### src/rtl/cdb_arbiter.sv
// cdb_arbiter: producer end of the common data bus.
// Each functional unit owns one holding slot filled through a valid/ready
// handshake. One full slot per cycle is picked round-robin and broadcast as a
// registered {valid, tag, data} beat. flush drops every pending result.
// Optional build macro CDB_ARBITER_CONFLICT_CNT_EN adds the conflict_count
// output, which counts cycles with two or more full slots.
module cdb_arbiter #(
  parameter int N_SRC     = 4,
  parameter int ROB_WIDTH = 4
) (
  input  logic                         clk,
  input  logic                         reset,
  input  logic                         flush,
  input  logic [N_SRC-1:0]             req_valid,
  input  logic [N_SRC*ROB_WIDTH-1:0]   req_tag,
  input  logic [N_SRC*32-1:0]          req_data,
  output logic [N_SRC-1:0]             req_ready,
  output logic                         cdb_valid,
  output logic [ROB_WIDTH-1:0]         cdb_tag,
  output logic [31:0]                  cdb_data
`ifdef CDB_ARBITER_CONFLICT_CNT_EN
  ,
  output logic [31:0]                  conflict_count
`endif
);

  localparam int PW = (N_SRC > 1) ? $clog2(N_SRC) : 1;

  logic [N_SRC-1:0]     full_vec;
  logic [ROB_WIDTH-1:0] tag_arr  [N_SRC];
  logic [31:0]          data_arr [N_SRC];
  logic [N_SRC-1:0]     grant;
  logic [PW-1:0]        grant_idx;
  logic                 any_full;
  logic [PW:0]          arb_sum;

  logic [PW-1:0]        rr_ptr_q, rr_ptr_d;
  logic                 cdb_valid_q, cdb_valid_d;
  logic [ROB_WIDTH-1:0] cdb_tag_q, cdb_tag_d;
  logic [31:0]          cdb_data_q, cdb_data_d;

  // Round-robin search over full slots, starting at rr_ptr and wrapping.
  always_comb begin
    grant_idx = '0;
    any_full  = 1'b0;
    arb_sum   = '0;
    for (int k = 0; k < N_SRC; k++) begin
      arb_sum = {1'b0, rr_ptr_q} + (PW+1)'(k);
      if (arb_sum >= (PW+1)'(N_SRC)) begin
        arb_sum = arb_sum - (PW+1)'(N_SRC);
      end
      if (!any_full && full_vec[arb_sum[PW-1:0]]) begin
        any_full  = 1'b1;
        grant_idx = arb_sum[PW-1:0];
      end
    end
    grant = '0;
    if (any_full) begin
      grant[grant_idx] = 1'b1;
    end
  end

  genvar gi;
  generate
    for (gi = 0; gi < N_SRC; gi++) begin : g_slot
      logic                 full_q, full_d;
      logic [ROB_WIDTH-1:0] tag_q, tag_d;
      logic [31:0]          data_q, data_d;
      logic                 accept;

      // A slot being drained this cycle can take a new result at the same edge.
      assign req_ready[gi] = !full_q || grant[gi];
      assign accept        = req_valid[gi] && req_ready[gi] && !flush;
      assign full_vec[gi]  = full_q;
      assign tag_arr[gi]   = tag_q;
      assign data_arr[gi]  = data_q;

      // Slot next state: flush kills, refill beats the grant-clear.
      always_comb begin
        full_d = full_q;
        tag_d  = tag_q;
        data_d = data_q;
        if (flush) begin
          full_d = 1'b0;
        end else if (accept) begin
          full_d = 1'b1;
          tag_d  = req_tag[gi*ROB_WIDTH +: ROB_WIDTH];
          data_d = req_data[gi*32 +: 32];
        end else if (grant[gi]) begin
          full_d = 1'b0;
        end
      end

      // Slot registers.
      always_ff @(posedge clk or posedge reset) begin
        if (reset) begin
          full_q <= 1'b0;
          tag_q  <= '0;
          data_q <= '0;
        end else begin
          full_q <= full_d;
          tag_q  <= tag_d;
          data_q <= data_d;
        end
      end
    end
  endgenerate

  // CDB beat and pointer next state; tag/data hold when no beat goes out.
  always_comb begin
    rr_ptr_d    = rr_ptr_q;
    cdb_valid_d = 1'b0;
    cdb_tag_d   = cdb_tag_q;
    cdb_data_d  = cdb_data_q;
    if (!flush && any_full) begin
      cdb_valid_d = 1'b1;
      cdb_tag_d   = tag_arr[grant_idx];
      cdb_data_d  = data_arr[grant_idx];
      rr_ptr_d    = (grant_idx == PW'(N_SRC-1)) ? '0 : grant_idx + 1'b1;
    end
  end

  // CDB output and round-robin pointer registers.
  always_ff @(posedge clk or posedge reset) begin
    if (reset) begin
      rr_ptr_q    <= '0;
      cdb_valid_q <= 1'b0;
      cdb_tag_q   <= '0;
      cdb_data_q  <= '0;
    end else begin
      rr_ptr_q    <= rr_ptr_d;
      cdb_valid_q <= cdb_valid_d;
      cdb_tag_q   <= cdb_tag_d;
      cdb_data_q  <= cdb_data_d;
    end
  end

  assign cdb_valid = cdb_valid_q;
  assign cdb_tag   = cdb_tag_q;
  assign cdb_data  = cdb_data_q;

`ifdef CDB_ARBITER_CONFLICT_CNT_EN
  logic [31:0] conflict_count_q, conflict_count_d;

  // Saturating count of contended cycles; flush does not clear it.
  always_comb begin
    conflict_count_d = conflict_count_q;
    if (!flush && ($countones(full_vec) > 1) && (conflict_count_q != 32'hFFFF_FFFF)) begin
      conflict_count_d = conflict_count_q + 32'd1;
    end
  end

  // Conflict counter register.
  always_ff @(posedge clk or posedge reset) begin
    if (reset) begin
      conflict_count_q <= '0;
    end else begin
      conflict_count_q <= conflict_count_d;
    end
  end

  assign conflict_count = conflict_count_q;
`endif

endmodule

### config.mk
export PLATFORM = sky130hd
export DESIGN_NAME = cdb_arbiter
export DESIGN_NICKNAME = d
export VERILOG_FILES = /design/src/rtl/cdb_arbiter.sv
export SDC_FILE = /design/constraint.sdc
export NUM_CORES = 1
export LEC_CHECK = 0
export CAP_MARGIN = 20
export CORE_MARGIN = 8
export CORE_UTILIZATION = 55
export CTS_CLUSTER_DIAMETER = 200
export DETAILED_ROUTE_END_ITERATION = 12
export GPL_TIMING_DRIVEN = 0
export PLACE_DENSITY = 0.93
export SYNTH_ARGS = -nofsm -noshare
export SYNTH_HDL_FRONTEND = slang
export SYNTH_SLANG_ARGS = --single-unit
### constraint.sdc
create_clock -name clk -period 12.45 [get_ports clk]
set_input_delay 3.1125 -clock clk [delete_from_list [all_inputs] [get_ports clk]]
set_output_delay 3.1125 -clock clk [all_outputs]
set_load 0.03 [all_outputs]
# Word-level counts from Yosys, hierarchy flattened
# Cells that the tools add are included.
# word_totals
out_inout_bits,41
regBits,187
input_bits,151
# op_classes
mux,43
n_eq_ne,1
n_bitwise,2
n_addsub,8
order_cmp,11
n_reduce_logical,33
# op_table
operator,count
$bmux 32 s2,1
$mux 32,2
$mux 1,22
$mux 2,9
$lt 2x3->1 const B,5
$logic_and 1x1->1,13
$ge 3x3->1 const B,4
$mux 4,3
$reduce_bool 3->1,4
$bmux 1 s2,4
$bmux 4 s2,1
$logic_not 1->1,8
$reduce_and 2->1,4
$sub 2x1->2 const B,4
$add 2x2->3 const B,2
$logic_or 1x1->1,4
$add 2x1->3 const B,1
$ge 2x3->1 const B,1
$not 2->3,1
$add 2x1->2 const B,1
$demux 1 s2,1
$eq 2x2->1 const B,1
$ge 2x1->1 const B,1
$not 1->1,1

# Depth between registers and ports, before layout
# Gate-level depths: netlist (run 1).
# logic_depth
depth_word,24
mapped_depth,13
ltp_nobuf,8

# Worst setup path after synthesis (run 1)
# No wires, ideal clock.
# synth_timing
path_kind,register to output
start,reg rr_ptr_q[1]
end,out req_ready[1]
n_path_buf,3
stages_incl_launch_ff,10
path_slack_ns,7.634
arrival_time_ns,1.703
path_cell_list,dfrtp_1 buf_4 a21oi_1 o221ai_2 buf_6 buf_6 inv_1 ha_1 nor2_1 inv_1
# synth_between
elab_chain_len,20
# synth_rtl
element,line_no,text
"start, declared",37,"logic [PW-1:0] rr_ptr_q, rr_ptr_d;"
"start signal, assigned",131,rr_ptr_q <= rr_ptr_d;
"parallel branches: the longest is 18 deep, another holds $add 2x1->3",--,
$mux 4 *,58,if (any_full) begin
$logic_or 1x1->1 *,72,assign req_ready[gi] = !full_q || grant[gi];
"end, declared",17,"output logic [N_SRC-1:0] req_ready,"
# Mark *: on every way between the ends. The select of a mux whose other input is x is not followed.

# Final worst setup path (run 1)
# Same ends and word-level chain as after synthesis.

==> results of run 1 <==
==> sequential cells by signal, summed over array words and instances (netlist names), named ones only <==
name / count
g_slot.data_q: 128
cdb_data: 32
g_slot.tag_q: 16
cdb_tag: 4
g_slot.full_q: 4
cdb_valid: 1
rr_ptr_q: 1
==> critical path: stages, from the launching register on <==
cell	delay, ps
sky130_fd_sc_hd__dfrtp_1	440
sky130_fd_sc_hd__buf_4	210
sky130_fd_sc_hd__a21oi_1	90
sky130_fd_sc_hd__o221ai_2	230
sky130_fd_sc_hd__buf_6	230
sky130_fd_sc_hd__buf_6	200
sky130_fd_sc_hd__inv_1	60
sky130_fd_sc_hd__ha_1	190
sky130_fd_sc_hd__nor2_1	210
sky130_fd_sc_hd__inv_1	70
sky130_fd_sc_hd__clkdlybuf4s50_1	600
==> per-stage QoR <==
step,utilization,setup WS [ps],instances,hold WS (ps)
global placement,0.705,2260,954,469
CTS,0.748,6380,986,499
finish,0.748,6380,986,502
global route,0.748,6170,986,517
floorplan,-,4250,576,479
detailed placement,0.707,6850,955,485
==> path summary, 6_finish.rpt <==
path	start	endpoint	slack (ps)
max	rr_ptr_q[1]	req_ready[1]	6380
min	cdb_data[27]	cdb_data[27]	500
max reg2reg	rr_ptr_q[1]	g_slot[0].data_q[29]	9310
min reg2reg	cdb_data[27]	cdb_data[27]	500
max in group asynchronous	reset	cdb_data[10]	8370
min in group asynchronous	reset	cdb_data[22]	3140
==> where the power goes <==
part | internal, W | switching [W]
Sequential | 0.000783 | 0.000117
Clock | 0.000338 | 0.000234
Combinational | 0.000415 | 0.000407
Total | 0.00154 | 0.000758
==> routing by layer <==
layer / GRT usage / part of all wire
met3: 0.0739 / 0.074
met4: 0.0735 / 0.019
met2: 0.377 / 0.47
met1: 0.298 / 0.43
met5: 0 / 0.00057
==> cell families (layout without fill, tap and decap cells) <==
group / count (synthesis) / after routing
multiplexers: 217 / 217
flip-flops: 187 / 187
AND/OR/NAND/NOR: 65 / 65
AO/OA/AOI/OAI: 56 / 56
buffers and inverters: 49 / 271
adder cells (fa/ha/maj): 2 / 2
==> final cells by class <==
| type | count | area [sq um] |
|---|---|---|
| Buffer | 39 | 312 |
| Clock buffer | 22 | 484 |
| Clock inverter | 9 | 136 |
| Fill cell | 917 | 3840 |
| Inverter | 10 | 45.0 |
| Multi-Input combinational cell | 340 | 3540 |
| Sequential cell | 187 | 4680 |
| Tap cell | 188 | 235 |
| Timing Repair Buffer | 191 | 1930 |
==> Yosys cell counts (2+ instances only) <==
cell type / number / area, sq um
sky130_fd_sc_hd__buf_4: 3 / 22.5
sky130_fd_sc_hd__inv_1: 9 / 33.8
sky130_fd_sc_hd__o221ai_2: 31 / 465
sky130_fd_sc_hd__o21ai_1: 2 / 10.0
sky130_fd_sc_hd__mux2_4: 60 / 901
sky130_fd_sc_hd__nor2_1: 11 / 41.3
sky130_fd_sc_hd__nor3b_1: 2 / 15.0
sky130_fd_sc_hd__mux2_2: 84 / 946
sky130_fd_sc_hd__buf_2: 15 / 75.1
sky130_fd_sc_hd__o21ai_2: 2 / 17.5
sky130_fd_sc_hd__ha_1: 2 / 25.0
sky130_fd_sc_hd__mux2i_1: 73 / 731
sky130_fd_sc_hd__o21ai_0: 2 / 10.0
sky130_fd_sc_hd__nor2b_1: 3 / 18.8
sky130_fd_sc_hd__buf_6: 18 / 203
sky130_fd_sc_hd__clkbuf_1: 2 / 7.51
sky130_fd_sc_hd__nand2_1: 41 / 154
sky130_fd_sc_hd__a21oi_1: 6 / 30.0
sky130_fd_sc_hd__o221ai_1: 6 / 52.6
sky130_fd_sc_hd__dfrtp_1: 187 / 4680
==> layout by cell type (no fill, tap or decap), drive strengths merged, types with 4 or more instances in the layout <==
cell / n
nand2: 42
inv: 11
a21oi: 6
nor2b: 4
clkdlybuf4s50: 190
mux2: 144
nor2: 11
clkbuf: 24
dfrtp: 187
mux2i: 73
o221ai: 37
o21ai: 6
buf: 38
==> run summary, run 1 <==
The run finished with clean final reports. The buffer cell driving the clock tree root is sky130_fd_sc_hd__clkbuf_16. The accumulated negative setup slack came out at 0 ps.

The number of antenna violations at the first check in global routing is 1. The peak supply drop is around 0.00015 V. The number of buffers added by the clock tree synthesis step came out at 17.

The area fraction in compound gates after synthesis is 0.0749. The final clock skew is ~12 ps. The cell leakage power is 5.11 nW.

The number of global-route vias before repair is 6502. The synthesis-stage register bit count came out at 187. The number of failing hold endpoints at the final stage is 0. STA classifies the critical path startpoint as a flip-flop. The average size of a mapped cell is 14.9 sq um.

The number of design-rule violations left by the first detailed-router iteration came out at 295. The average detailed-routed wire length per instance came out at 23.0 um. In this run the count of I/O pins placed on the die edge is 192.

The worst hold path passes through 2 cells. The count of cells along the worst register-to-register path came out at 11. For this run, asynchronously set or reset flops after synthesis account for 1.00. After floorplanning, the core was sized to cover 15200 sq um. TritonCTS built the clock tree. The data arrival time of the critical path is around 3000 ps.

Power spread over the standard cell area amounts to 202 nW/um^2. Buffers inserted to repair hold after CTS numbered 0. The worst setup path is captured at a primary output. The normalized max-slew margin is 0.574. The path class of the tightest hold or removal check is reg2reg. In the finished design, the share of the clock period the worst path needs comes to 0.487. The overall routing resource usage is 0.235. The max-slew violation count is 0. The die span in y is ~140 um.

The required time at the worst-slack endpoint is 9340 ps. The die covers between 15000 and 20000 sq um. The clock drives 187 sinks. The relative area change from synthesis to final layout came out at 32.6%. Global routing finished with a remaining overflow of 0. The overall power consumption came out at about 0.0023 W.

The area share of xor/xnor cells in the synthesized design came out at 0. The final-stage net count is between 900 and 1k. The Yosys step of the flow raised 0 warnings. The number of antenna repair diodes is 0. The tool flagged a number of max-cap violations equal to 0. The detailed-route wire length came out at 22700 um. The sum of net half-perimeters after detailed placement is between 15000 and 20000 um. By area, the combinational part of the netlist is dominated by multiplexers. The design area is 11400 sq um. The quantity of gates resized following cts is 0. Setup repair after global routing left no endpoint under its margin. The number of library cell types mapped by synthesis came out at 37. The post-CTS clock slew at the launch and capture registers of the worst setup and hold paths is 70 ps. The number of setup buffers added after CTS came out at 0. For this run, the top clock speed supported by timing is 0.165 GHz.

The vias after detailed routing came out at 5712. The cell area that synthesis handed to floorplanning was 8570 sq um. For this run, design rule violations remaining after detail routing come to 0. In this run the remaining antenna-violating nets after routing total 0. The cell count after synthesis came out at roughly 580.

The synthesized net count came out at 729. The total number of H-tree levels is 4. The maximum number of pins on one net before global-route repair is 120. The effective utilization at floorplan came out at 0.564. The global-route wire length before repair came out at ~36000 um.

The total of buffers placed on input and output ports is 190. In this run the deepest clock path goes through 2 buffers. Along the worst path, the maximum fanout reaches 10. The area of placed instances came out at 10700 sq um. The number of enable flip-flop cells after synthesis is 0. The post-synthesis sequential area ratio came out at 0.546.

In the synthesized netlist the dominant register cell turns out to be sky130_fd_sc_hd__dfrtp_1. The mux cell area share after synthesis came out at 0.301. The fraction of layout instances using a drive strength above 1 came out at 0.312. The via density per instance is approximately 5.8.

Clock latency on the worst-skew pair, taken at its later pin, is 430 ps. Setup violations remaining at the end of the flow were counted as 0. The row count came out at 45. The first-pass iteration count of the detailed router is 5. At the pin with the least slew margin, the transition time is around 640 ps. The congestion estimate from routability-driven global placement came to 0.827. The post-synthesis simple-gate area fraction came out at 0.0350. The final period demand of the worst path is 6070 ps. The post-synthesis adder-cell area fraction came out at 0.00292. Measured along the x axis, the die boundary spans 141 um. The path type of the worst setup path is reg2out.
Power figures use the tool's default switching activity.
==> run 2: changes to the inputs <==
CORE_UTILIZATION = 46   (was 55)
PLACE_DENSITY = 0.84   (was 0.93)
clock period = 4.9 ns   (was 12.45 ns; I/O delays follow)
==> run 2 against run 1 <==
Effect of this change: non-clock buffer count up 4; cell count increased by 5.1%; count of clock-buffer cells in the layout decreased by 4; worst hold slack got worse by 5.3 ps; sequential share of layout area down 0.38 points; clock power is 140% higher; core utilization fell by 13 points.
==> run summary, run 2 (same netlist as run 1, synthesis figures left out) <==
The buffering stage count on the worst path with inverters included is 6. The max-slew violation count came out at 0. The pre-CTS setup slack came out at 1220 ps. Across every metal layer, demand over resource in global routing totals 0.194. The portion of total power attributed to combinational logic is 0.364. The global-route wire length before repair came out at approximately 36000 um. For this run, the detailed router's first-pass iteration total came to 4. The critical path is of the reg2out type. The highest cell delay on the worst timing path is just under 600 ps. Walking the worst path, the cells encountered are buf_4 -> a21oi_1 -> o221ai_2 -> buf_6 -> buf_6 -> inv_1 -> ha_1 -> nor2_1 -> inv_1 -> clkdlybuf4s50_1. For this design, the sink count on the clock tree is roughly 190.

The final worst slack is 773 ps. The number of flip-flops under the largest register name came out at 128. Of the total power, the share spent switching nets is 0.338. The final setup violation count is 0.

The switching component of the power came out at roughly 0.0019 W. The vias after detailed routing is between 5k and 6k. The overall power consumption came out at 0.00572 W.

The internal portion of the total power is 0.00379 W. The total of hold buffers inserted after clock tree synthesis is 0. The library cell used most frequently in the layout, excluding fill and tap cells, is sky130_fd_sc_hd__clkdlybuf4s50_1. Power spread over the standard cell area amounts to 499 nW/um^2. The maximum net fanout on the critical path came out at 10. The worst setup path is captured at a primary output. The cell leakage power is 5.14 nW.

The quantity of gates resized following cts came out at 0. The number of nets still failing antenna checks after routing is 0. The floorplan step set the die height to 153 um. Of the cells placed in the final design, the portion with a size suffix greater than 1 is 0.317. The clock arrives with 11.4 ps of skew. The final period demand of the worst path is 4130 ps. The overflow left after global routing came out at 0. The slowest stage of the critical path belongs to the cell sky130_fd_sc_hd__clkdlybuf4s50_1. The area of placed instances is 10900 sq um. The relative area change from synthesis to final layout came out at 33.8%. Broken down by cell family, the worst path's largest delay share belongs to buffers and inverters.

The number of antenna repair diodes came out at 0. For the worst-skew pair, the clock arrives at the later sink with an insertion delay of 430 ps. In this run the standard cell core region covers roughly 19000 sq um. 192 I/O pins were placed. The top cell types in the final layout, fill and taps aside, are sky130_fd_sc_hd__clkdlybuf4s50_1, sky130_fd_sc_hd__dfrtp_1, sky130_fd_sc_hd__mux2_2. Setup repair after global routing left no endpoint under its margin. The design area is ~11000 sq um. Dividing the detail-routed wire length by the instance count gives 21.5 um. The class of the tightest hold or removal check is reg2reg.

The number of design-rule violations left by the first detailed-router iteration came out at 251. The final cycle utilization of the critical path is 0.842. Ranked by flip-flop count, first place goes to g_slot.data_q.

At the worst endpoint, the arrival time is 2900 ps. The number of antenna violations at the first check in global routing came to 0. The share of total power in the clock network is 0.242.

The max capacitance violation total came out at 0. The number of global-route vias before repair was 6322. The total of buffers placed on input and output ports came out at 190.

Once detailed placement completed, the half-perimeter wirelength came to 16100 um. The row count is 50. STA puts the critical path data required time at 3670 ps. The number of buffers added by the clock tree synthesis step is 17. The buffer cell driving the clock tree root is sky130_fd_sc_hd__clkbuf_16. At the pin with the least slew margin, the transition time is 629 ps.

At the end of routability-driven placement, the weighted congestion stood at between 0.8 and 0.9. The floorplan step defined a die boundary enclosing 23300 sq um. The normalized max-slew margin is 0.581. The post-CTS clock slew at the launch and capture registers of the worst setup and hold paths is 70 ps. In this run the horizontal extent of the chip is approximately 150 um.

The number of setup buffers added after CTS came out at 0. The largest buffer count on any clock path came out at 2. The peak supply drop came out at 0.000362 V. The sequential share of power came out at 0.395.

The startpoint class of the critical path is a flip-flop. The detailed-route wire length came out at 22300 um. The run finished with clean final reports.

The post-detailed-route DRC marker count is 0. The final-stage net count is 943. The maximum number of pins on one net before global-route repair came out at 45. For this configuration, the core starts out at a cell density of 0.463. The H-tree generated during clock tree synthesis spans 4 levels. TritonCTS built the clock tree. The accumulated negative setup slack is 0 ps. The number of failing hold endpoints at the final stage came out at 0. The via density per instance came out at 5.35. Based on the critical path, the design can be clocked at up to between 0.2 and 0.25 GHz.
## run 2: cell count changes in the layout (fill, tap and decap cells not counted), sizes merged
cell,previous run,this run
clkinv,3,6
bufinv,3,1
buf,38,42
clkinvlp,2,1
clkbuf,24,20
inv,11,15
## run 2: layer usage
metal | part of all wire | vias up | wire [um] | global-route usage
met5 | 0 | - | 0 | 0
met4 | 0.016 | 0 | 364 | 0.0561
met3 | 0.056 | 23 | 1250 | 0.0468
met2 | 0.46 | 184 | 10300 | 0.310
met1 | 0.47 | 2808 | 10400 | 0.259
li1 | - | 2527 | - | -
## run 2: final timing paths
path	cells past startpoint	slack [ps]	start	endpoint
min in group asynchronous	2	1200	reset	g_slot[3].tag_q[0]
setup / recovery	10	770	rr_ptr_q[1]	req_ready[1]
hold / removal	2	500	cdb_data[4]	cdb_data[4]
setup reg to reg	11	1880	rr_ptr_q[1]	g_slot[0].data_q[28]
hold reg to reg	2	500	cdb_data[4]	cdb_data[4]
max in group asynchronous	5	2700	reset	g_slot[0].data_q[18]
## run 2: per-stage QoR
| step | hold slack [ps] | std cells | util |
|---|---|---|---|
| 2_1_floorplan | 479 | 576 | - |
| 3_3_place_gp | 471 | 1000 | 0.582 |
| 3_5_place_dp | 475 | 1005 | 0.588 |
| 4_1_cts | 497 | 1036 | 0.619 |
| 5_1_grt | 520 | 1036 | 0.619 |
| 6_report | 496 | 1036 | 0.619 |
## run 2: worst register-to-register path, cell delays in order (launching register included)
cell and delay (ps):
sky130_fd_sc_hd__dfrtp_1 450, sky130_fd_sc_hd__buf_4 210, sky130_fd_sc_hd__a21oi_1 100, sky130_fd_sc_hd__o221ai_2 220, sky130_fd_sc_hd__buf_6 220, sky130_fd_sc_hd__buf_6 200, sky130_fd_sc_hd__ha_1 170, sky130_fd_sc_hd__nor2b_1 60
sky130_fd_sc_hd__nor3b_1 210, sky130_fd_sc_hd__buf_2 320, sky130_fd_sc_hd__buf_2 360, sky130_fd_sc_hd__mux2_2 390
## run 2: area by class of cell
type,count,area (sq um)
clock inverters,13,153
inverters,10,41.3
well taps,234,293
flip-flops and latches,187,4680
multi-input cells,340,3540
clock buffers,18,439
fillers,1397,7050
plain buffers,39,312
repair buffers,195,2010
## run 2: power by group through the flow
stage	registers (W)	logic (W)	clock network, W
detailed placement	0.00228	0.00210	0
CTS	0.00226	0.00211	0.00142
global route	0.00232	0.00222	0.00147
finish	0.00226	0.00208	0.00138
floorplan	0.00249	0.00113	0
global placement	0.00227	0.00204	0
==> run 3: changes to the inputs <==
CORE_UTILIZATION = 51   (was 46)
PLACE_DENSITY = 0.88   (was 0.84)
clock period = 3.8 ns   (was 4.9 ns; I/O delays follow)
==> run 3 against run 2 <==
Effect of this change: cell area about the same; highest routed layer is now met5; power increased by 32%; worst setup slack got worse by 620 ps; clock power rose by 38%; combinational power rose by 29%; die area down 8.8%; critical path type unchanged; clock skew increased by 2.7 ps; critical endpoint unchanged; register-to-register slack lost 1100 ps.
==> run summary, run 3 (same netlist as run 1, synthesis figures left out) <==
The flow ran to the end, and the final reports show no timing, DRC or antenna violations. The maximum number of pins on one net before global-route repair came out at 46. Setup repair after global routing left no endpoint under its margin.

The worst pin sits at a relative slew slack of 0.525. The CTS tree is done. The minimum hold slack is 498 ps.

The number of design-rule violations left by the first detailed-router iteration came out at approximately 240. The relative area change from synthesis to final layout came out at 33.8%. The capturing point of the worst reg2reg path is g_slot[0].data_q[28].

The boundary pin count came out at 192. The standard cell core area is ~17000 sq um. The number of global-route vias before repair is around 6.4k. The sequential share of power is 0.390. The number of failing hold endpoints at the final stage came out at 0. The required time at the worst-slack endpoint came out at 2850 ps. The worst setup path is captured at a primary output.

The number of antenna violations at the first check in global routing was 3. The number of sinks handled by clock tree synthesis is 187. The switching component of the power is 0.00249 W. The number of stages on the worst hold path came out at 2. The worst setup slack for register-to-register paths is 760 ps. The pre-CTS setup slack is 347 ps. The portion of total power attributed to combinational logic came out at 0.357. The met1 track demand over resource came out at 0.271. Of the total power, the share spent switching nets is 0.330. The power density of the placed cells came out at between 600 and 700 nW/um^2.

At the end of the flow the core is filled with cells to 0.694. The largest register by flop count is g_slot.data_q. The final clock skew came out at approximately 14 ps. The share of total power in the clock network is 0.253. The global routing stage identified its most utilized layer as met2. The buffer cell driving the clock tree root is sky130_fd_sc_hd__clkbuf_16.

Summed over all layers, the global routing overflow is 0. CTS built an H-tree with a depth of 4. After clock tree synthesis, the clock-pin slew on the worst setup and hold paths is 70 ps.

The met2 track utilization from global routing is 0.351. The sum of net half-perimeters after detailed placement is approximately 16000 um. The design area is 11500 sq um. The cell-internal power is 0.00506 W.

The hold path endpoint is cdb_data[22]. The largest buffer count on any clock path is 2. The vias after detailed routing is 5642. The startpoint class of the critical path is a flip-flop. The top cell types in the final layout, fill and taps aside, are sky130_fd_sc_hd__clkdlybuf4s50_1, sky130_fd_sc_hd__dfrtp_1, sky130_fd_sc_hd__mux2_2.

In this run the tool buffered the top-level ports with 190 buffer cells. In the global route stage, met3 resource usage came out at 0.0622. The most common cell after layout, fill and taps aside is sky130_fd_sc_hd__clkdlybuf4s50_1.

The critical path in this run is classified as reg2out. The final layout contains routed wiring with a total length of 22500 um. Setup slack closes at 155 ps. In the final routed layout, each cell accounts on average for roughly 22 um. The clock latency of the later-clocked register in the worst-skew pair came out at approximately 430 ps. The fraction of layout instances using a drive strength above 1 came out at 0.314. In the finished design, the share of the clock period the worst path needs comes to 0.959. The congestion estimate from routability-driven global placement came to 0.824. Overall power consumption after layout is estimated at 0.00754 W. The die span in y is between 100 and 150 um. The cell leakage power is a little over 5 nW. The number of setup buffers added after CTS came out at 0.

The via density per instance came out at 5.52. For this configuration, the core starts out at a cell density of 0.519. The class of the tightest hold or removal check is reg2reg. The number of nets still failing antenna checks after routing is 0. The number of buffers added by the clock tree synthesis step came out at 17. The max-slew violation count came out at 0.

In this run the most critical hold path is launched from cdb_data[22]. The register with the most flip-flops in the layout has 128 of them. The maximum net fanout on the critical path came out at 10. For the worst setup path, the data arrival time is roughly 2700 ps. The final period demand of the worst path is approximately 3600 ps.

The number of cells on the worst reg-to-reg path is 11. The first-pass iteration count of the detailed router is 6. The row count came out at 47. The final-stage net count is roughly 940. The worst register-to-register path begins at rr_ptr_q[1]. The global-route wire length before repair came out at 35800 um.

The final setup violation count came out at 0. The actual transition at the worst max-transition pin came out at 711 ps. The area of the die came out at 21200 sq um. Derived from the worst setup path, the maximum achievable clock frequency is 0.274 GHz. The width of the die is around 150 um. After detailed routing, the number of remaining DRC violations is 0.

The max capacitance violation total is 0. The overall routing resource usage is 0.215. Once placement finished, the instance area stood at 10800 sq um. The peak supply drop came out at 0.000326 V.
run 3: cell count changes in the layout (fill, tap and decap cells not counted), sizes merged, moves of 2 or more:
| cell | before | now |
|---|---|---|
| bufinv | 1 | 4 |
| clkbuf | 20 | 22 |
| clkdlybuf4s50 | 190 | 188 |
| clkinv | 6 | 2 |
| clkinvlp | 1 | 4 |
| inv | 15 | 12 |
run 3: worst max path at each step:
stage                startpoint                          to  slack [ps]
floorplan                 reset  asynchronous set/reset pin         440
global placement          reset        g_slot[3].data_q[15]        -840
detailed placement  rr_ptr_q[1]                req_ready[1]         350
CTS                 rr_ptr_q[1]                req_ready[0]         0.6
global route        rr_ptr_q[1]                req_ready[1]          10
finish              rr_ptr_q[1]                req_ready[1]         160
run 3: worst max-delay path, stage by stage, from the launching register on:
cell                            delay (ps)
sky130_fd_sc_hd__dfrtp_1               460
sky130_fd_sc_hd__buf_4                 220
sky130_fd_sc_hd__a21oi_1                90
sky130_fd_sc_hd__o221ai_2              210
sky130_fd_sc_hd__buf_6                 210
sky130_fd_sc_hd__buf_6                 200
sky130_fd_sc_hd__inv_1                  60
sky130_fd_sc_hd__ha_1                  190
sky130_fd_sc_hd__nor2_1                200
sky130_fd_sc_hd__inv_1                  50
sky130_fd_sc_hd__dlygate4sd2_1         360
run 3: timing repair:
action | CTS | global route
hold buffers | 0 | 0
resized for setup | 1 | 1
gates cloned | 0 | 0
endpoints found under the setup margin | 1 | 1
run 3: power by group through the flow:
stage / Combinational [W] / Sequential, W / Clock (W)
CTS: 0.00272 / 0.00294 / 0.00193
detailed placement: 0.00270 / 0.00296 / 0
global route: 0.00286 / 0.00300 / 0.00202
floorplan: 0.00146 / 0.00321 / 0
global placement: 0.00260 / 0.00292 / 0
finish: 0.00269 / 0.00294 / 0.00191
run 3: metrics by stage:
step	setup TNS, ps	cells
after global placement	-154240	986
after floorplan	0	576
after CTS	0	1022
after global routing	0	1023
after detailed placement	0	990
final	0	1023
run 3: area by class of cell:
class	count	area, sq um
fillers	1117	5050
flip-flops and latches	187	4680
multi-input cells	340	3540
repair buffers	194	1980
clock buffers	20	447
plain buffers	39	312
well taps	220	275
clock inverters	12	185
inverters	10	41.3
diodes	1	2.50
run 3: per-layer routing:
metal	wire length, um	share of wire	up-vias
met2	10800	0.48	213
met3	1410	0.063	37
li1	-	-	2511
met1	9850	0.44	2877
met4	412	0.018	4
met5	23	0.0010	-
